--- config.mk ---
export PLATFORM = sky130hd
export DESIGN_NAME = ex_muldiv
export DESIGN_NICKNAME = d
export VERILOG_FILES = /design/src/rtl/ex_muldiv.sv
export SDC_FILE = /design/constraint.sdc
export NUM_CORES = 1
export LEC_CHECK = 0
export CORE_MARGIN = 5
export CORE_UTILIZATION = 51
export CTS_BUF_LIST = sky130_fd_sc_hd__clkbuf_4
export DETAILED_ROUTE_END_ITERATION = 8
export PLACE_DENSITY = 0.72
export SYNTH_ARGS = -nofsm -noshare
export SYNTH_HDL_FRONTEND = slang
export SYNTH_SLANG_ARGS = --single-unit
export TNS_END_PERCENT = 30
--- constraint.sdc ---
create_clock -name clk -period 17.6 [get_ports clk]
set_input_delay 2.64 -clock clk [delete_from_list [all_inputs] [get_ports clk]]
set_output_delay 2.64 -clock clk [all_outputs]
set_load 0.05 [all_outputs]
--- src/rtl/ex_muldiv.sv ---
// ex_muldiv: iterative radix-2 multiply/divide unit for the EX stage.
// Runs MULT/MULTU/DIV/DIVU into HI/LO and handles MTHI/MTLO writes.
// Ports:
//   clk, rst_n          clock, asynchronous active-low reset
//   start, op           launch request (IDLE only); op = {is_div, is_signed}
//   operando_a          multiplicand / dividend; also the MTHI/MTLO source
//   operando_b          multiplier / divisor
//   mthi, mtlo          write operando_a into HI / LO (IDLE only)
//   flush               abort the in-flight operation
//   busy                unit is not idle (drives the pipeline stall)
//   done, div_cero      one-cycle result pulse; div_cero flags a zero divisor
//   hi, lo              HI/LO architectural registers
module ex_muldiv #(
  parameter int unsigned WIDTH = 32
) (
  input  logic             clk,
  input  logic             rst_n,
  input  logic             start,
  input  logic [1:0]       op,
  input  logic [WIDTH-1:0] operando_a,
  input  logic [WIDTH-1:0] operando_b,
  input  logic             mthi,
  input  logic             mtlo,
  input  logic             flush,
  output logic             busy,
  output logic             done,
  output logic             div_cero,
  output logic [WIDTH-1:0] hi,
  output logic [WIDTH-1:0] lo
);

  localparam int unsigned CntW = $clog2(WIDTH);

  typedef enum logic [1:0] {StIdle, StRun, StDone, StDzero} state_e;

  state_e             state_q;
  logic [CntW-1:0]    cnt_q;
  logic               is_div_q;
  logic               neg_lo_q;  // negate product / quotient
  logic               neg_hi_q;  // negate product / remainder
  logic [WIDTH-1:0]   opb_q;     // multiplicand or divisor magnitude
  logic [2*WIDTH-1:0] acc_q;     // mul: {partial, multiplier}; div: {remainder, quotient}
  logic [WIDTH-1:0]   hi_q, lo_q;
  logic               busy_q, done_q, dz_q;

  // Operand magnitudes for the signed ops.
  logic [WIDTH-1:0] a_mag, b_mag;
  assign a_mag = (op[0] && operando_a[WIDTH-1]) ? -operando_a : operando_a;
  assign b_mag = (op[0] && operando_b[WIDTH-1]) ? -operando_b : operando_b;

  logic [WIDTH:0]     mul_sum;
  logic [WIDTH:0]     rem_sh;
  logic [WIDTH:0]     div_diff;
  logic [2*WIDTH-1:0] step;
  logic [2*WIDTH-1:0] prod;
  logic [WIDTH-1:0]   res_hi, res_lo;

  always_comb begin
    // Shift-add: add multiplicand on a set LSB, then shift right with carry.
    mul_sum  = {1'b0, acc_q[2*WIDTH-1:WIDTH]} + (acc_q[0] ? {1'b0, opb_q} : '0);
    // Restoring divide: shift next dividend bit into the remainder and trial-subtract.
    rem_sh   = acc_q[2*WIDTH-1:WIDTH-1];
    div_diff = rem_sh - {1'b0, opb_q};
    if (is_div_q) begin
      step = div_diff[WIDTH] ? {rem_sh[WIDTH-1:0], acc_q[WIDTH-2:0], 1'b0}
                             : {div_diff[WIDTH-1:0], acc_q[WIDTH-2:0], 1'b1};
    end else begin
      step = {mul_sum, acc_q[WIDTH-1:1]};
    end
    prod = neg_lo_q ? -step : step;
    if (is_div_q) begin
      res_lo = neg_lo_q ? -step[WIDTH-1:0] : step[WIDTH-1:0];
      res_hi = neg_hi_q ? -step[2*WIDTH-1:WIDTH] : step[2*WIDTH-1:WIDTH];
    end else begin
      res_lo = prod[WIDTH-1:0];
      res_hi = prod[2*WIDTH-1:WIDTH];
    end
  end

  always_ff @(posedge clk or negedge rst_n) begin
    if (!rst_n) begin
      state_q  <= StIdle;
      cnt_q    <= '0;
      is_div_q <= 1'b0;
      neg_lo_q <= 1'b0;
      neg_hi_q <= 1'b0;
      opb_q    <= '0;
      acc_q    <= '0;
      hi_q     <= '0;
      lo_q     <= '0;
      busy_q   <= 1'b0;
      done_q   <= 1'b0;
      dz_q     <= 1'b0;
    end else begin
      done_q <= 1'b0;
      dz_q   <= 1'b0;
      unique case (state_q)
        StIdle: begin
          if (mthi) hi_q <= operando_a;
          if (mtlo) lo_q <= operando_a;
          if (start && !flush) begin
            busy_q <= 1'b1;
            if (op[1] && (operando_b == '0)) begin
              state_q <= StDzero;
              done_q  <= 1'b1;
              dz_q    <= 1'b1;
            end else begin
              state_q  <= StRun;
              cnt_q    <= CntW'(WIDTH - 1);
              is_div_q <= op[1];
              neg_lo_q <= op[0] & (operando_a[WIDTH-1] ^ operando_b[WIDTH-1]);
              // Remainder follows the dividend; product follows the sign product.
              neg_hi_q <= op[1] ? (op[0] & operando_a[WIDTH-1])
                                : (op[0] & (operando_a[WIDTH-1] ^ operando_b[WIDTH-1]));
              acc_q    <= {{WIDTH{1'b0}}, a_mag};
              opb_q    <= b_mag;
            end
          end
        end
        StRun: begin
          if (flush) begin
            state_q <= StIdle;
            busy_q  <= 1'b0;
          end else begin
            acc_q <= step;
            if (cnt_q == '0) begin
              hi_q    <= res_hi;
              lo_q    <= res_lo;
              state_q <= StDone;
              done_q  <= 1'b1;
            end else begin
              cnt_q <= cnt_q - CntW'(1);
            end
          end
        end
        StDone, StDzero: begin
          state_q <= StIdle;
          busy_q  <= 1'b0;
        end
        default: begin
          state_q <= StIdle;
          busy_q  <= 1'b0;
        end
      endcase
    end
  end

  assign busy     = busy_q;
  assign done     = done_q;
  assign div_cero = dz_q;
  assign hi       = hi_q;
  assign lo       = lo_q;

endmodule

* Word level (Yosys, flattened, before mapping)
Index checks and enable logic that the tools add are counted.
Storage, ports and cells: register bits 173, input port bits 72, word-level logic and storage cells 95
Cells by class: add/sub/neg operators 8, equality and inequality tests 12, muxes and demuxes 42, bitwise gates (word level) 4, reductions and logical operators 17
Operators by type and width (number):
- $mux W32 | 13
- $mux W64 | 6
- $neg A32 Y32 | 4
- $pmux W32 S2 | 2
- $pmux W64 S2 | 1
- $neg A64 Y64 | 1
- $add A32 B32 Y33 | 1
- $sub A33 B32 Y33 | 1
- $logic_not A32 Y1 | 1
- $mux W5 | 4
- $ne A2 B2 Y1 const B | 8
- $reduce_and A4 Y1 | 3
- $pmux W5 S2 | 1
- $mux W1 | 8
- $mux W2 | 4
- $pmux W2 S3 | 1
- $logic_not A5 Y1 | 1
- $reduce_and A5 Y1 | 1
- $sub A5 B1 Y5 const B | 1
- $eq A2 B2 Y1 const B | 2
- $logic_and A1 B1 Y1 | 4
- $reduce_and A2 Y1 | 2
- $ne A3 B3 Y1 const B | 1
- $pmux W1 S3 | 1
- other kinds (10) | 11

* Depth between registers and ports, before layout
depth after elaboration 9, mapped depth 24, gate-level depth less buffers 22

* Least setup slack after synthesis
Ideal clock, no wire load.
kind reg2reg, start point reg acc_q[31], end point reg hi_q[28], in the netlist hi[28], data arrival time 5.571 ns, required time 17.466 ns, setup slack 11.895 ns, stages on the path, launching flop included 23, cells stage by stage dfrtp_1 -> inv_1 -> ha_1 -> inv_1 -> fa_1 -> a21o_1 -> a221o_2 -> a31oi_4 -> a21oi_2 -> o2111ai_1 -> a21boi_0 -> ha_1 -> o21ai_1 -> or3_1 -> or4b_4 -> nor4b_2 -> nand4_1 -> or4b_1 -> nor4_2 -> nand4bb_1 -> a22oi_2 -> xor2_1 -> o22ai_1
Between the ends: word-level cells in the longest chain between the ends 9, elaborated cells on any way between the ends 11, those cells by class add/sub: 3; mux: 8
RTL lines:
- start, declared | line 42 | logic [2*WIDTH-1:0] acc_q;
- start signal, assigned | line 115 | acc_q <= {{WIDTH{1'b0}}, a_mag};
- start signal, assigned | line 125 | acc_q <= step;
- $sub A33 B32 Y33 | line 63 | div_diff = rem_sh - {1'b0, opb_q};
- $mux W64 | line 65 | step = div_diff[WIDTH] ? {rem_sh[WIDTH-1:0], acc_q[WIDTH-2:0], 1'b0}
- $mux W64 * | line 64 | if (is_div_q) begin
- $neg A64 Y64 / $neg A32 Y32 (equally long branches) | line 70, 73
- $mux W64 / $mux W32 (equally long branches) | line 70, 73
- $mux W32 * | line 71 | if (is_div_q) begin
- $mux W32 * | line 126 | if (cnt_q == '0) begin
- $mux W32 * | line 121 | if (flush) begin
- $pmux W32 S2 * | line 97 | unique case (state_q)
- end signal, assigned | line 99 | if (mthi) hi_q <= operando_a;
- end signal, assigned | line 127 | hi_q <= res_hi;
- end, declared | line 43 | logic [WIDTH-1:0] hi_q, lo_q;
Every way passes the cells marked *; elsewhere a longest branch is shown, timed or not. The select of a mux whose other input is x is not followed. A chain may end at the register's enable or synchronous reset.

* Worst setup path after layout
Ends and elaborated chain as after synthesis.

==> metrics.cfg <==
[outcome]
outcome = complete, no violations

[power]
power.density_nw_per_um2 = 156
p_sw_mw = 1.46
leakage_nw = 7.18
power.total_mw = 2.69
p_comb_share_pct = 67.8
vdd_drop_max_v = 0.0000792
power_frac_seq_pct = 23.2
clockPowerShare_pct = 9.0
p_sw_share_pct = 54.4
internal_power_mw = 1.23

[clock_tree]
cts-root-buf = clkbuf_4
cts.sinks = 173
clockBufferDepth = 2
path_clk_slew_ns = 0.17
post_cts_resized = 0
post_cts_buffers = 0
clock_latency_ns = 0.65
cts_buffers = 17
tritoncts = yes
htreeDepth = 4
postCtsHoldBufs = 0

[grt]
grt_max_degree = 96
grt_antenna_before_repair = 3
gr-usage-met3_pct = 6.93
track_usage_pct = 31.2
grt_pass1_vias = 14300
grt.overflow.total = 0
grt_first_pass_wirelength_um = 83100
use_met2_pct = 46.1
grt_most_used_layer = met1
use_met1_pct = 46.2

[routing]
routed_wl_um = 53500
vias_per_cell = 6.21
dr.first_iter.drc_count = 1673
route.detailed.drc = 0
antenna_left = 0
wl_per_cell_um = 21.6
first_pass_iters = 6
via_count = 15400

[placement]
io_buffers = 138
dp_hpwl_um = 41300
gp_congestion = 0.969
dp.cells = 2438
placed_cell_area_um2 = 17000

[timing]
setup_viol = 0
fin_worst_skew_ns = 0.0224
hold_violations = 0
max_slew_margin_pct = 28.5
slew_viol_final = 0
hold_ws_ns = 0.494
tns_ns = 0
period_share_pct = 39.9
rsz0062_at_grt = false
period_minus_slack_ns = 7.02
worst_slew_pin_slew_ns = 1.07
fmaxAchievable_ghz = 0.142

[logic_synthesis]
synth.net_count = 2142
synth_area_leaders = dfrtp_1 28%, o21ai_0 7.0%, nand2_1 6.6%
synth_warnings = 0
syn-instance-count = 1998
syn_area_um2 = 15400
synth-async-reset-ratio_pct = 100
synth_top_area_share_pct = 28.0
synth.largest_area_cell = dfrtp_1
avgSynthCellArea_um2 = 7.73
synth_edf_count = 0
yosysSeqAreaShare_pct = 28.0
ys_types = 100
synthFlopType = dfrtp_1
ys_ff_latch = 173

[setup_path]
crit_arrival_ns = 7.52
timing.rr.end = hi[28]
endpoint_kind = register
r2r_start = acc_q[31]
start_kind = register
critical_path_class = reg2reg
r2r_slack_ns = 10.58
cp_max_fo = 10
worst-r2r-cell-count = 22
critPathRequiredTime_ns = 18.10

[layout]
regArea_um2 = 4330
stdcell_count = 2471
most-common-layout-cells = 270 x nand2_1, 215 x o21ai_0, 191 x a21oi_1
syn_to_final_growth_pct = 12.0
final_nets = 2211
fillers = 2807
multi_input_comb_area_um2 = 10500
final_common_cell = nand2_1
final_cell_area_um2 = 17300
drive_above_1_share_pct = 5.87

[floorplan]
die_area_um2 = 33900
die_w_um = 184
rows = 63
start_util_pct = 51.8
fp.dieH_um = 184
io_pins = 139
coreArea_um2 = 29800

[run]
cap_violations = 0

[min_path]
holdPathEnd = lo[7]
holdCritPathClass = reg2reg
min_from = lo[7]
hold_depth = 2

## per-layer routing
layer  wire (µm)  vias to the layer above
met5          40                        -
met4        1220                        4
met3        4840                       92
met2       22700                      638
met1       24700                     7297
li1            -                     7323
## cells by family (layout without fill, tap and decap cells)
logic type                 count (synthesis)  after routing  synth area share (%)
adders and majority gates                 72             72                  5.93
DFF                                      173            173                  28.0
buffers and inverters                    167            249                  4.40
muxes                                     55             55                  3.86
AOI/OAI and AO/OA                        648            648                  26.3
xor gates and xnor gates                 166            166                  9.41
and+or+nand+nor                          717            717                  22.1
other                                      0              1                     0
## worst max-delay path: stages (launching register included)
cell and delay [ns]:
dfrtp_1 0.50, inv_1 0.12, ha_1 0.17, inv_1 0.05, fa_1 0.39, a21o_1 0.20, a221o_2 0.45, a31oi_4 0.22
a21oi_2 0.15, o2111ai_1 0.36, a21boi_0 0.34, ha_1 0.23, o21ai_1 0.12, or3_1 0.44, or4b_4 0.57, nor4b_2 0.39
nand4_1 0.54, or4b_1 0.71, nor4_2 0.33, nand4bb_1 0.17, a22oi_2 0.16, xor2_1 0.16, o22ai_1 0.09
## flip-flops by register name, summed over array words and instances (netlist names)
signal	flops
acc_q	64
hi	32
lo	32
opb_q	32
cnt_q	5
state_q	2
busy	1
div_cero	1
done	1
is_div_q	1
neg_hi_q	1
neg_lo_q	1
## how the worst max path moves through the flow
stage / start / endpoint / slack (ns) / cells past startpoint
final: acc_q[31] / hi[28] / 10.58 / 22
after global routing: acc_q[31] / hi[28] / 10.31 / 22
after CTS: acc_q[31] / hi[28] / 10.75 / 22
after detailed placement: operando_b[1] / acc_q[5] / 10.42 / 14
after global placement: operando_b[1] / acc_q[25] / 10.64 / 14
after floorplan: acc_q[31] / hi[28] / 11.90 / 22
## power by group through the flow
| stage | combinational, mW | clock, mW | sequential [mW] |
|---|---|---|---|
| 2_1_floorplan | 1.18 | 0 | 0.723 |
| 3_3_place_gp | 1.77 | 0 | 0.628 |
| 3_5_place_dp | 1.79 | 0 | 0.631 |
| 4_1_cts | 1.80 | 0.249 | 0.622 |
| 5_1_grt | 1.97 | 0.263 | 0.637 |
| 6_report | 1.82 | 0.244 | 0.624 |
## area by class of cell
cell class	instances	share of cell area [%]
timing repair buffer	154	8.68
antenna	1	0.0145
multi-input combinational	1658	60.4
clock inverter	15	0.911
tap	390	2.82
sequential	173	25.0
inverter	63	1.37
clock buffer	17	0.738
## metrics by stage
stage	setup WS, ns	util [%]
after floorplan	11.90	-
after CTS	10.75	58.1
after global routing	10.31	58.1
final	10.58	58.1
after global placement	10.64	57.1
after detailed placement	10.42	57.1
## synth_stat cells (12+ instances only)
| cell | instances |
|---|---|
| a21o_1 | 32 |
| a21oi_1 | 192 |
| a22o_1 | 20 |
| a31oi_1 | 24 |
| and2_1 | 49 |
| and3_1 | 13 |
| buf_1 | 12 |
| buf_2 | 15 |
| clkbuf_1 | 72 |
| dfrtp_1 | 173 |
| ha_1 | 70 |
| inv_1 | 61 |
| mux2_2 | 22 |
| mux2i_1 | 31 |
| nand2_1 | 270 |
| nand2b_1 | 19 |
| nand3_1 | 40 |
| nand4_1 | 12 |
| nor2_1 | 168 |
| nor3_1 | 46 |
| nor4_1 | 19 |
| o211ai_1 | 16 |
| o21ai_0 | 215 |
| o22ai_1 | 13 |
| o31ai_1 | 18 |
| or3_1 | 29 |
| xnor2_1 | 101 |
| xor2_1 | 65 |
No activity file was read; power rests on OpenSTA's default activity.
==> variant 1 (same settings) <==
The 4 states of `state_e` get a one-hot encoding in 4 bits.
--- a/src/rtl/ex_muldiv.sv
+++ b/src/rtl/ex_muldiv.sv
@@ -31,7 +31,7 @@
 
   localparam int unsigned CntW = $clog2(WIDTH);
 
-  typedef enum logic [1:0] {StIdle, StRun, StDone, StDzero} state_e;
+  typedef enum logic [3:0] {StIdle = 4'b0001, StRun = 4'b0010, StDone = 4'b0100, StDzero = 4'b1000} state_e;
 
   state_e             state_q;
   logic [CntW-1:0]    cnt_q;
Behaviour: same outputs for any inputs over 4 cycles, from zero or initial values and one cycle with rst_n low; so few cycles prove little.
==> variant 1 against the original RTL <==
Design area shrank 0.47%; sequential cell count is 2 higher; synthesized area decreased by 0.56%; setup slack better by 0.59 ns; die area decreased by 0.53%; non-clock buffer count up 4; wire length is 3.1% lower; sequential share of layout area grew 0.42 points; largest cell class unchanged; highest routed layer unchanged.
Power is not compared: it rests on default switching activity, and its combinational part moved more than twofold at a synthesized area within 25%.
==> variant 1: results (changes against the original RTL) <==
| Metric | Value |
|---|---|
| Vias | `15.6k (+1.7%)` |
| First-pass GRT wire length | `81600 µm (-1.8%)` |
| Mean Syn Cell Area | `7.65 µm² (-1.0%)` |
| Post-Route WL | `51800 µm (-3.1%)` |
| Proportion of synthesized area in mux cells | `0.0310 (-0.00752)` |
| Seq/Total Area, Yosys | `0.285 (+0.00491)` |
| Met3 wire len | `4130 µm (-15%)` |
| WL met1 | `22400 µm (-9.2%)` |
| Post-synthesis compound-gate area fraction | `0.262 (-0.000558)` |
| Skew final | `0.0412 ns (+0.0188 ns)` |
| Largest net degree at the start of global routing | `82 (-15%)` |
| Min-delay src | `lo[0]` |
| Vias per cell | `6.31 (+1.5%)` |
| Metal2 WL | `23400 µm (+2.8%)` |
| Gpl congestion | `0.931 (-3.9%)` |
| R2R Setup Slk | `11.18 ns (+0.59 ns)` |
| Crit path arrival time | `6.89 ns (-0.63 ns)` |
| Post-synthesis adder-cell area fraction | `0.0596 (+0.000333)` |
| Slowest stage delay, CP | `0.60 ns (-0.11 ns)` |
| Vias in the first global route | `14.8k (+3.1%)` |
| Slowest CP cell | `o31ai_1` |
| Synth area leaders | `dfrtp_1, a21oi_1, nand2_1, o21ai_0, ha_1` |
| Status | `completed` |
| Cell total after placement | `2442 (+0.16%)` |
| HPWL after DPL | `38800 µm (-6.0%)` |
| Share of layout cells above drive strength 1 | `0.0552 (-0.00345)` |
| Post-Syn Nets | `2151 (+0.42%)` |
| Max-slew headroom | `0.177 (-0.108)` |
| All-layer global routing usage | `0.302 (-0.0103)` |
| WHS Endpoint | `lo[0]` |
==> variant 1: kinds of logic (layout without fill, tap and decap cells) <==
logic type | after synthesis | count (layout)
and+or+nand+nor | 738 | 738
AOI/OAI and AO/OA | 645 | 645
buffers and inverters | 176 | 252
DFF | 175 | 175
muxes | 46 | 46
adders and majority gates | 72 | 72
other | 0 | 1
xor gates and xnor gates | 155 | 155
==> variant 1: per-stage QoR <==
step	utilization	worst slack, ns	instance area, µm²	total power [mW]	hold slack [ns]
4_1_cts	0.579	11.29	17200	1.68	0.506
3_5_place_dp	0.570	10.73	16900	1.43	0.468
2_1_floorplan	-	12.05	15400	1.16	0.463
3_3_place_gp	0.570	10.86	16900	1.42	0.456
6_report	0.580	11.18	17200	1.69	0.501
5_1_grt	0.580	10.46	17200	1.79	0.533
==> variant 1: power by group through the flow <==
stage               Clock, mW  Sequential, mW  Combinational [mW]
floorplan                   0           0.616               0.544
global placement            0           0.543               0.879
detailed placement          0           0.545               0.887
CTS                     0.248           0.537               0.893
global route            0.264           0.548               0.979
finish                  0.246           0.539               0.904
==> variant 1: worst max-delay path by stage <==
stage          slack (ns)       end           from
2_1_floorplan       12.05  acc_q[0]  operando_b[2]
3_3_place_gp        10.86  cnt_q[4]  operando_b[2]
3_5_place_dp        10.73  cnt_q[4]  operando_b[2]
4_1_cts             11.29    hi[28]      acc_q[31]
5_1_grt             10.46    hi[28]      acc_q[31]
6_report            11.18    hi[28]      acc_q[31]
==> variant 1: layout make-up <==
| cell class | instances | area [µm²] | area share |
|---|---|---|---|
| diodes | 1 | 2.50 | 0.000145 |
| clock buffers | 17 | 128 | 0.00741 |
| clock inverters | 14 | 144 | 0.00835 |
| inverters | 63 | 236 | 0.0137 |
| multi-input cells | 1656 | 10300 | 0.598 |
| flip-flops and latches | 175 | 4380 | 0.255 |
| well taps | 390 | 488 | 0.0283 |
| repair buffers | 158 | 1530 | 0.0890 |
==> variant 1: layer usage <==
metal  vias to the layer above  GRT usage
li1                       7363          -
met1                      7420      0.419
met2                       697      0.476
met3                       126     0.0495
met4                         4      0.112
met5                         -          0
==> variant 1: critical path: cells and delay by family, from the launching register on <==
| kind | cells | cell delay (ns) |
|---|---|---|
| AO/OA/AOI/OAI | 8 | 2.19 |
| XOR/XNOR | 1 | 0.17 |
| adder cells (fa/ha/maj) | 3 | 0.87 |
| buffers and inverters | 2 | 0.16 |
| flip-flops | 1 | 0.43 |
| AND/OR/NAND/NOR | 8 | 2.47 |
==> variant 2 (same settings) <==
Made on the original files. The parameter `WIDTH` goes from 32 to 16.
--- a/src/rtl/ex_muldiv.sv
+++ b/src/rtl/ex_muldiv.sv
@@ -11,7 +11,7 @@
 //   done, div_cero      one-cycle result pulse; div_cero flags a zero divisor
 //   hi, lo              HI/LO architectural registers
 module ex_muldiv #(
-  parameter int unsigned WIDTH = 32
+  parameter int unsigned WIDTH = 16
 ) (
   input  logic             clk,
   input  logic             rst_n,
Interface: changed (resized hi, lo, operando_a and operando_b); port bits go from 139 to 75. The function was not compared with the original's and may differ.
==> variant 2 against the original RTL <==
Critical path depth down 8; sequential cell count down 81; register-to-register slack better by 2.0 ns; combinational power down 47%; cell count down 50%; count of clock-buffer cells in the layout down 8; setup slack better by 1.7 ns; wire length down 59%; global-route usage down 7.0 points; total power down 48%; synthesized area down 50%; largest cell class unchanged; design area down 50%.
==> variant 2: results (changes against the original RTL) <==
| Metric | Value |
|---|---|
| Status | `completed` |
| WHS Endpoint | `lo[12]` |
| Proportion of synthesized area in mux cells | `0.0291 (-0.00947)` |
| Nets | `1120 (-49%)` |
| First-pass GRT wire length | `34900 µm (-58%)` |
| VDD IR-drop max | `0.0594 mV (-25%)` |
| Synth Area in XOR/XNOR | `0.0887 (-0.00540)` |
| DR iter-0 viols | `675 (-60%)` |
| Gpl congestion | `0.951 (-1.8%)` |
| Vias per cell | `5.95 (-4.2%)` |
| Clk_lat worst skew | `0.49 ns (-0.16 ns)` |
| TritonRoute pass-1 iters | `5 (-1)` |
| R2R Path End | `hi[10]` |
| Cells after Synth | `989 (-51%)` |
| Synth area leaders | `dfrtp_1, o21ai_0, nand2_1, ha_1, xnor2_1` |
| Switching Fraction | `0.529 (-0.0152)` |
| Share of layout cells above drive strength 1 | `0.0507 (-0.00798)` |
| Post-synthesis adder-cell area fraction | `0.0653 (+0.00603)` |
| Clk pin slew, worst setup/hold paths | `0.16 ns` |
| Vias in the first global route | `6741 (-53%)` |
| Post-synthesis compound-gate area fraction | `0.248 (-0.0152)` |
| Slew @ Worst Pin | `0.921 ns (-0.151 ns)` |
| Skew final | `0.0139 ns (-0.00855 ns)` |
| Min-delay src | `lo[12]` |
| Synth cell count leaders | `nand2_1, nor2_1, o21ai_0, dfrtp_1, a21oi_1` |
| Slowest CP cell | `clkdlybuf4s50_1` |
| Max FFs per register | `32 (-50%)` |
| Post-synthesis cell type count | `72 (-28%)` |
| Crit path arrival time | `5.74 ns (-1.78 ns)` |
| Cell total after placement | `1218 (-50%)` |
| HPWL after DPL | `16900 µm (-59%)` |
| Vias | `7352 (-52%)` |
| Slowest stage delay, CP | `0.44 ns (-0.27 ns)` |
| R2R Path Start | `acc_q[15]` |
| All-layer global routing usage | `0.242 (-0.0700)` |
| Largest net degree at the start of global routing | `71 (-26%)` |
| Seq/Total Area, Yosys | `0.299 (+0.0187)` |
| R2R Setup Slk | `12.57 ns (+1.99 ns)` |
| Initial antenna violation count | `1 (-2)` |
| Worst Path Max Fanout | `51 (+41)` |
| Port Buf Inserts | `74 (-46%)` |
| Pleak | `3.69 nW (-49%)` |
| Fin Hold WS | `0.497 ns (+0.00250 ns)` |
## variant 2: metal layers
| layer | GRT usage | vias up | wire, µm |
|---|---|---|---|
| met4 | 0.0831 | 0 | 530 |
| li1 | - | 3616 | - |
| met5 | 0 | - | 0 |
| met2 | 0.363 | 295 | 9230 |
| met3 | 0.0308 | 39 | 1730 |
| met1 | 0.360 | 3402 | 10200 |
## variant 2: worst max-delay path: cells and delay by family
kind                       cells  cell delay, ns
and+or+nand+nor                7            1.49
buffers and inverters          3            0.92
AOI/OAI and AO/OA              2            0.36
xor gates and xnor gates       1            0.18
adders and majority gates      1            0.16
## variant 2: cell type report
| class | count | area [µm²] |
|---|---|---|
| antenna | 1 | 2.50 |
| clock buffer | 9 | 67.6 |
| clock inverter | 7 | 50.0 |
| fill | 1443 | 6310 |
| inverter | 43 | 161 |
| multi-input combinational | 812 | 5040 |
| sequential | 92 | 2300 |
| tap | 188 | 235 |
| timing repair buffer | 83 | 806 |
## variant 2: worst max-delay path by stage
stage | slack [ns] | endpoint | start | depth (start not counted)
after floorplan | 12.55 | cnt_q[2] | operando_b[0] | 13
after global placement | 11.80 | cnt_q[3] | operando_b[1] | 14
after detailed placement | 11.74 | cnt_q[3] | operando_b[1] | 14
after CTS | 12.26 | cnt_q[3] | operando_b[1] | 14
after global routing | 11.96 | cnt_q[3] | operando_b[1] | 14
final | 12.24 | cnt_q[3] | operando_b[1] | 14
## variant 2: power by group through the flow
stage / clock [mW] / combinational [mW] / sequential, mW
floorplan: 0 / 0.649 / 0.391
finish: 0.113 / 0.969 / 0.328
CTS: 0.114 / 0.956 / 0.326
detailed placement: 0 / 0.953 / 0.330
global placement: 0 / 0.943 / 0.329
global route: 0.123 / 1.05 / 0.336
